[config.mk]
export PLATFORM = sky130hd
export DESIGN_NAME = cpu_stat_ctrl
export DESIGN_NICKNAME = d
export VERILOG_FILES = /design/src/rtl/cpu_stat_pkg.sv /design/src/rtl/cpu_req_latch.sv /design/src/rtl/cpu_stat_ctrl.sv
export SDC_FILE = /design/constraint.sdc
export NUM_CORES = 1
export LEC_CHECK = 0
export CAP_MARGIN = 20
export CORE_MARGIN = 4
export CORE_UTILIZATION = 35
export CTS_CLUSTER_SIZE = 16
export DETAILED_ROUTE_END_ITERATION = 8
export SETUP_SLACK_MARGIN = 0.1
export SLEW_MARGIN = 40
export SYNTH_ARGS = -nofsm -noshare
export SYNTH_HDL_FRONTEND = slang
export SYNTH_SLANG_ARGS = --single-unit
export TNS_END_PERCENT = 20
[constraint.sdc]
create_clock -name clk -period 1.93 [get_ports clk]
set_input_delay 0.2895 -clock clk [delete_from_list [all_inputs] [get_ports clk]]
set_output_delay 0.2895 -clock clk [all_outputs]
set_load 0.03 [all_outputs]
[src/rtl/cpu_stat_pkg.sv]
// Shared state encoding and halt-cause codes for the instruction sequencer.
package cpu_stat_pkg;

  localparam int STATE_W = 8;

  // Bit positions inside the one-hot state vector.
  localparam int S_IDLE = 0;
  localparam int S_PC   = 1;
  localparam int S_IF   = 2;
  localparam int S_DC   = 3;
  localparam int S_EX   = 4;
  localparam int S_MA   = 5;
  localparam int S_WB   = 6;
  localparam int S_WFI  = 7;

  typedef enum logic [STATE_W-1:0] {
    ST_IDLE = 8'b0000_0001,
    ST_PC   = 8'b0000_0010,
    ST_IF   = 8'b0000_0100,
    ST_DC   = 8'b0000_1000,
    ST_EX   = 8'b0001_0000,
    ST_MA   = 8'b0010_0000,
    ST_WB   = 8'b0100_0000,
    ST_WFI  = 8'b1000_0000
  } state_t;

  localparam logic [1:0] HALT_RESET  = 2'd0;
  localparam logic [1:0] HALT_QUIT   = 2'd1;
  localparam logic [1:0] HALT_STEP   = 2'd2;
  localparam logic [1:0] HALT_EBREAK = 2'd3;

endpackage

[src/rtl/cpu_req_latch.sv]
// Sticky request bit, set dominates clear; 1-cycle set-to-q latency, no backpressure.
module cpu_req_latch (
  input  logic clk,
  input  logic rst_n,
  input  logic set,
  input  logic clr,
  output logic q
);

  always_ff @(posedge clk or negedge rst_n) begin
    if (!rst_n) begin
      q <= 1'b0;
    end else if (set) begin
      q <= 1'b1;
    end else if (clr) begin
      q <= 1'b0;
    end
  end

endmodule

[src/rtl/cpu_stat_ctrl.sv]
// One-hot PC/IF/DC/EX/MA/WB sequencer with start/step/quit/ebreak/WFI control.
// Strobes are state decodes (6 cycles per unstalled instruction); stall holds IF and MA only.
module cpu_stat_ctrl
  import cpu_stat_pkg::*;
#(
  parameter int INSTRET_W = 32
) (
  input  logic                 clk,
  input  logic                 rst_n,
  input  logic                 cpu_start,
  input  logic                 step_cmd,
  input  logic                 quit_cmd,
  input  logic                 stall,
  input  logic                 cmd_ebreak_ex,
  input  logic                 cmd_wfi_ex,
  input  logic                 interrupt_wake,
  output logic                 cpu_stat_pc,
  output logic                 cpu_stat_if,
  output logic                 cpu_stat_dc,
  output logic                 cpu_stat_ex,
  output logic                 cpu_stat_ma,
  output logic                 cpu_stat_wb,
  output logic                 cpu_idle,
  output logic                 cpu_sleep,
  output logic                 retire,
  output logic [1:0]           halt_cause,
  output logic [INSTRET_W-1:0] instret
);

  state_t               state;
  logic                 step_mode;
  logic                 quit_pend;
  logic                 ebreak_pend;
  logic                 wfi_pend;
  logic [1:0]           halt_cause_q;
  logic [INSTRET_W-1:0] instret_q;

  logic wb_halt;
  logic wfi_quit;
  logic enter_idle;

  assign wb_halt    = state[S_WB] & (quit_pend | ebreak_pend | step_mode);
  assign wfi_quit   = state[S_WFI] & (quit_cmd | quit_pend);
  assign enter_idle = wb_halt | wfi_quit;

  cpu_req_latch u_quit_pend (
    .clk   (clk),
    .rst_n (rst_n),
    .set   (quit_cmd & ~state[S_IDLE]),
    .clr   (enter_idle),
    .q     (quit_pend)
  );

  cpu_req_latch u_ebreak_pend (
    .clk   (clk),
    .rst_n (rst_n),
    .set   (cmd_ebreak_ex & state[S_EX]),
    .clr   (enter_idle),
    .q     (ebreak_pend)
  );

  // wfi_pend is per-instruction: every WB exit drops it.
  cpu_req_latch u_wfi_pend (
    .clk   (clk),
    .rst_n (rst_n),
    .set   (cmd_wfi_ex & state[S_EX]),
    .clr   (enter_idle | state[S_WB]),
    .q     (wfi_pend)
  );

  always_ff @(posedge clk or negedge rst_n) begin
    if (!rst_n) begin
      state        <= ST_IDLE;
      step_mode    <= 1'b0;
      halt_cause_q <= HALT_RESET;
      instret_q    <= '0;
    end else begin
      if (state[S_WB]) begin
        instret_q <= instret_q + {{(INSTRET_W-1){1'b0}}, 1'b1};
      end
      unique case (state)
        ST_IDLE: begin
          if (step_cmd) begin
            state     <= ST_PC;
            step_mode <= 1'b1;
          end else if (cpu_start) begin
            state     <= ST_PC;
            step_mode <= 1'b0;
          end
        end
        ST_PC: state <= ST_IF;
        ST_IF: if (!stall) state <= ST_DC;
        ST_DC: state <= ST_EX;
        ST_EX: state <= ST_MA;
        ST_MA: if (!stall) state <= ST_WB;
        ST_WB: begin
          if (quit_pend) begin
            state        <= ST_IDLE;
            halt_cause_q <= HALT_QUIT;
            step_mode    <= 1'b0;
          end else if (ebreak_pend) begin
            state        <= ST_IDLE;
            halt_cause_q <= HALT_EBREAK;
            step_mode    <= 1'b0;
          end else if (step_mode) begin
            state        <= ST_IDLE;
            halt_cause_q <= HALT_STEP;
            step_mode    <= 1'b0;
          end else if (wfi_pend && !interrupt_wake) begin
            state <= ST_WFI;
          end else begin
            state <= ST_PC;
          end
        end
        ST_WFI: begin
          if (quit_cmd || quit_pend) begin
            state        <= ST_IDLE;
            halt_cause_q <= HALT_QUIT;
            step_mode    <= 1'b0;
          end else if (interrupt_wake) begin
            state <= ST_PC;
          end
        end
        default: state <= ST_IDLE;
      endcase
    end
  end

  assign cpu_stat_pc = state[S_PC];
  assign cpu_stat_if = state[S_IF];
  assign cpu_stat_dc = state[S_DC];
  assign cpu_stat_ex = state[S_EX];
  assign cpu_stat_ma = state[S_MA];
  assign cpu_stat_wb = state[S_WB];
  assign cpu_idle    = state[S_IDLE];
  assign cpu_sleep   = state[S_WFI];
  assign retire      = state[S_WB];
  assign halt_cause  = halt_cause_q;
  assign instret     = instret_q;

endmodule

Word level (Yosys, flattened, before mapping)
Index checks and enable logic that the tools add are counted.
- register bits after elaboration: 46
- output and inout bits: 43
- $add $sub $neg: 1
- equal/unequal tests: 14
- multiplexer cells: 25
- bitwise gates (word level): 11
- reduce and logical (&&, ||, !) cells: 11
- operators by type and width (kind ; count):
    two-way mux 8 bit ; 10
    one-hot mux 8 bit (8 select lines) ; 1
    adder 32 x 1 -> 32 bit (second input constant) ; 1
    equality test 8 x 1 -> 1 bit (second input constant) ; 1
    equality test 8 x 2 -> 1 bit (second input constant) ; 1
    equality test 8 x 3 -> 1 bit (second input constant) ; 1
    equality test 8 x 4 -> 1 bit (second input constant) ; 1
    equality test 8 x 5 -> 1 bit (second input constant) ; 1
    equality test 8 x 6 -> 1 bit (second input constant) ; 1
    equality test 8 x 7 -> 1 bit (second input constant) ; 1
    equality test 8 bit (second input constant) ; 1
    two-way mux 1 bit ; 8
    two-way mux 2 bit ; 4
    nonzero test 2 bit ; 4
    inequality test 2 bit (second input constant) ; 3
    inequality test 3 bit (second input constant) ; 2
    AND reduction 3 bit ; 2
    bitwise AND 1 bit ; 5
    OR 1 bit ; 5
    inequality test 4 x 2 -> 1 bit (second input constant) ; 1
    one-hot mux 2 bit (2 select lines) ; 1
    AND reduction 4 bit ; 1
    one-hot mux 1 bit (3 select lines) ; 1
    nonzero test 3 bit ; 1
    other kinds (4) ; 4

Depth between registers and ports, before layout
- depth after elaboration: 7
- depth in mapped cells: 5

By module
From an unflattened synthesis, not the netlist that was laid out.
- cells, all modules: 215
- area total of the unflattened synthesis: 2341.0 um2
- by module, submodules not included (module ; times used ; cells an instance ; area each (um2) ; seq. area each (um2)):
    cpu_stat_ctrl ; 1 ; 206 ; 2232.1 ; 1077.3
    cpu_req_latch ; 3 ; 3 ; 36.3 ; 25.0

Least setup slack after synthesis
Ideal clock, no wire load.
- path type: register to register
- start point: register state[2]
- end point: register step_mode
- data arrival time: 1698 ps
- required time: 1800 ps
- path slack: 102 ps
- cell stages (with the launch flop): 5
- clock period less this slack: 1828 ps
- cell sequence: dfrtp_1 -> or4_4 -> a2111o_1 -> a22oi_1 -> o22ai_1
- cells in the longest elaborated chain, start to end: 3
- elaborated cells between the ends (all ways): 8
- classes of those cells: eq/ne: 5; mux: 1; reduce/logical: 2
- RTL lines (what ; RTL line ; RTL):
    start, declared ; cpu_stat_ctrl.sv:30 ; state_t state;
    start signal, assigned ; cpu_stat_ctrl.sv:73 ; state <= ST_IDLE;
    start signal, assigned ; cpu_stat_ctrl.sv:84 ; state <= ST_PC;
    start signal, assigned ; cpu_stat_ctrl.sv:87 ; state <= ST_PC;
    equality test 8 x 1 -> 1 bit (tied with other cells) ; cpu_stat_ctrl.sv:81 ; unique case (state)
    inequality test 3 bit (no source line) (tied with other cells) ; n/a ;
    AND reduction 3 bit (no source line) ; n/a ;
    end signal, assigned ; cpu_stat_ctrl.sv:85 ; step_mode <= 1'b1;
    end signal, assigned ; cpu_stat_ctrl.sv:88 ; step_mode <= 1'b0;
    end signal, assigned ; cpu_stat_ctrl.sv:100 ; step_mode <= 1'b0;
    end, declared ; cpu_stat_ctrl.sv:31 ; logic step_mode;
Several ways; a longest one is shown, not always the timed one.
A chain may end at the register's enable or synchronous reset.

Worst setup path after layout
- start point: register state[5]
- end point: output port cpu_stat_ma
- RTL lines (what ; RTL line ; RTL):
    end, declared ; cpu_stat_ctrl.sv:21 ; output logic cpu_stat_ma,
No word-level cell between the ends.

==> metrics <==
syn_nets 223; layout cells sized above 1 0.1151; die area 7853 µm²; Buf+Inv Stages, Crit Path 1; top-area cell type share of the netlist area 0.4950; total wire length 5052 µm; Routed WL per cell 14.23 µm; Synth Area in XOR/XNOR 0.1232; CP arrival 1.56 ns; ys async rst share 1.000; Detailed Routing Iterations Pass 1 4; setup TNS 0 ns; first-pass GRT wire length 8590 µm; Net count, final 287; GPL Wtd Cong 0.8414; Yosys warnings 0; Final Power 2.298 mW; commonest non-fill, non-tap cell in the layout clkdlybuf4s50_1; Peak VDD IR 0.0003513 V; Final WS setup 0.07606 ns; pre-CTS WS 0.2020 ns; cts bufs inserted 5; register area 1152 µm²; count of final setup violators 0; ANT nets after route 0; Rows 29; CTS tree yes; Post-synth EDFFs 0; Max stage delay on crit path 0.74 ns; Placeable Area 6314 µm²; multi-input logic area 1042 µm²; Fin. Hold Viols 0; CP max stage cell clkdlybuf4s50_1; CTS sink count 46; Worst Max-Slew Pin Slew 0.4567 ns; Die X 88.62 µm; critical path peak fanout 8; FILL cells 608; total grt overflow 0; Slew HR 0.6927; Synth Register Bits 46; cell count after synthesis 213; Synth Area in Adders 0.005501; pwr/cell area 756.6 nW/µm²; I/O Buffers 51; Util after Layout 0.4812; outcome finished clean; compound-cell area share of the yosys netlist 0.05446; H-tree Lvls 2; worst min path class in -> async; Worst-path clk slew 0.09 ns; largest net degree at the start of global routing 30; Worst Setup Start Kind flop; synth unique cells 45; fmax 0.5394 GHz; CP Capture Type output port; largest area contributor in the netlist dfrtp_1; vias 1830; Skew-Pair Late Insertion Delay 0.30 ns; Initial DRC Count 63; GRT Resource Usage Total 0.1410; Slew Viols, Final 0; Worst Clk Skew 0.008221 ns; RSZ-0062 raised after global routing yes; Initial Utilization 0.3603; Area Overhead vs Synth 33.55%; fin crit share 0.9606; vias in the first global route 1844; average size of a mapped cell 10.68 µm²; Die Y 88.62 µm; ys flop type dfrtp_1; Leak Pwr 1.361 nW; clock buffer depth 2; Crit Path Class reg -> out; post-CTS setup buffers 0; Detailed Place HPWL 3852 µm; post-synthesis mux area share 0.01485; drt drc 0; post-route minimum period 1.854 ns; synthesized cell area 2275 µm²; initial antenna violation count 0; sequential fraction of the synthesis area 0.5066; # IOs 52; worst-path cell chain clkdlybuf4s50_1; critical path's top delay family buffers and inverters; CTS Root Cell clkbuf_8; vias per cell 5.155; simple logic cell fraction of the synthesized area 0.2602; largest family of logic cells by synthesized area simple AND/OR/NAND/NOR gates; Synth area leaders dfrtp_1, xor2_1, xnor2_1, nor4_1, nand2_1; most frequent cells in the layout clkdlybuf4s50_1, dfrtp_1, xor2_1; Max Cap Viol 0; CP required 1.64 ns; # diodes 0
## area by class of cell
| class | count | area share |
|---|---|---|
| Inverter | 8 | 0.009885 |
| Clock inverter | 1 | 0.002883 |
| Timing Repair Buffer | 63 | 0.2014 |
| Tap cell | 77 | 0.03171 |
| Clock buffer | 7 | 0.03171 |
| Sequential cell | 46 | 0.3793 |
| Multi-Input combinational cell | 153 | 0.3431 |
## cell families after synthesis
kind of cell    after synthesis
simple gates                100
buf+inv                      14
xor+xnor                     32
mux                           3
fa+ha+maj                     1
flops                        46
compound gates               17
## flip-flops by register name, indices dropped and copies added (netlist names)
signal	cells
instret	32
state	8
halt_cause	2
step_mode	1
u_ebreak_pend.q	1
u_quit_pend.q	1
u_wfi_pend.q	1
## Yosys cell counts, drive strengths merged (2+ instances only)
master,count
nand2b,2
nor3,10
and3,2
mux2,3
nor4,15
buf,6
and2b,2
dfrtp,45
nand2,17
nand4b,2
and2,3
nand3,11
o211ai,2
nand4,7
nor4b,3
a22o,3
inv,8
a22oi,2
xnor2,13
xor2,19
nor2b,4
a31oi,2
nor2,13
o22ai,2
o21ai,3
and4,4
## worst paths after layout
path | from | to | slack (ns) | cells after the start
setup / recovery | state[5] | cpu_stat_ma | 0.08 | 1
hold / removal | rst_n | instret[28] | 0.48 | 2
setup reg to reg | state[2] | step_mode | 0.20 | 4
hold reg to reg | instret[17] | instret[17] | 0.49 | 1
max in group asynchronous | rst_n | state[6] | 0.94 | 3
min in group clk | instret[17] | instret[17] | 0.49 | 1
## power breakdown
group,switching [mW],internal [mW]
sequential,0.0575,1.03
combinational,0.303,0.250
clock,0.329,0.329
total,0.689,1.61
## per-layer routing
metal / routed length [µm] / vias up / global-route usage
li1: - / 889 / -
met1: 2301 / 889 / 0.1860
met2: 2402 / 45 / 0.2284
met3: 278 / 7 / 0.03352
met4: 68 / 0 / 0.04670
met5: 0 / - / 0
## what timing repair did
action / CTS / global route
hold buffers: 1 / 0
gates cloned: 0 / 0
hold endpoints to repair: 16 / 0
endpoints found under the setup margin: 5 / 8
gates resized for setup: 1 / 1
## stage by stage
stage / instance area (µm²) / cells / hold slack, ns
6_report: 3038 / 355 / 0.4779
5_1_grt: 3038 / 355 / 0.5118
4_1_cts: 3035 / 355 / 0.4901
3_5_place_dp: 2922 / 346 / 0.2719
3_3_place_gp: 2922 / 346 / 0.2707
2_1_floorplan: 2275 / 213 / -0.006091
No activity file was read; power rests on OpenSTA's default activity.
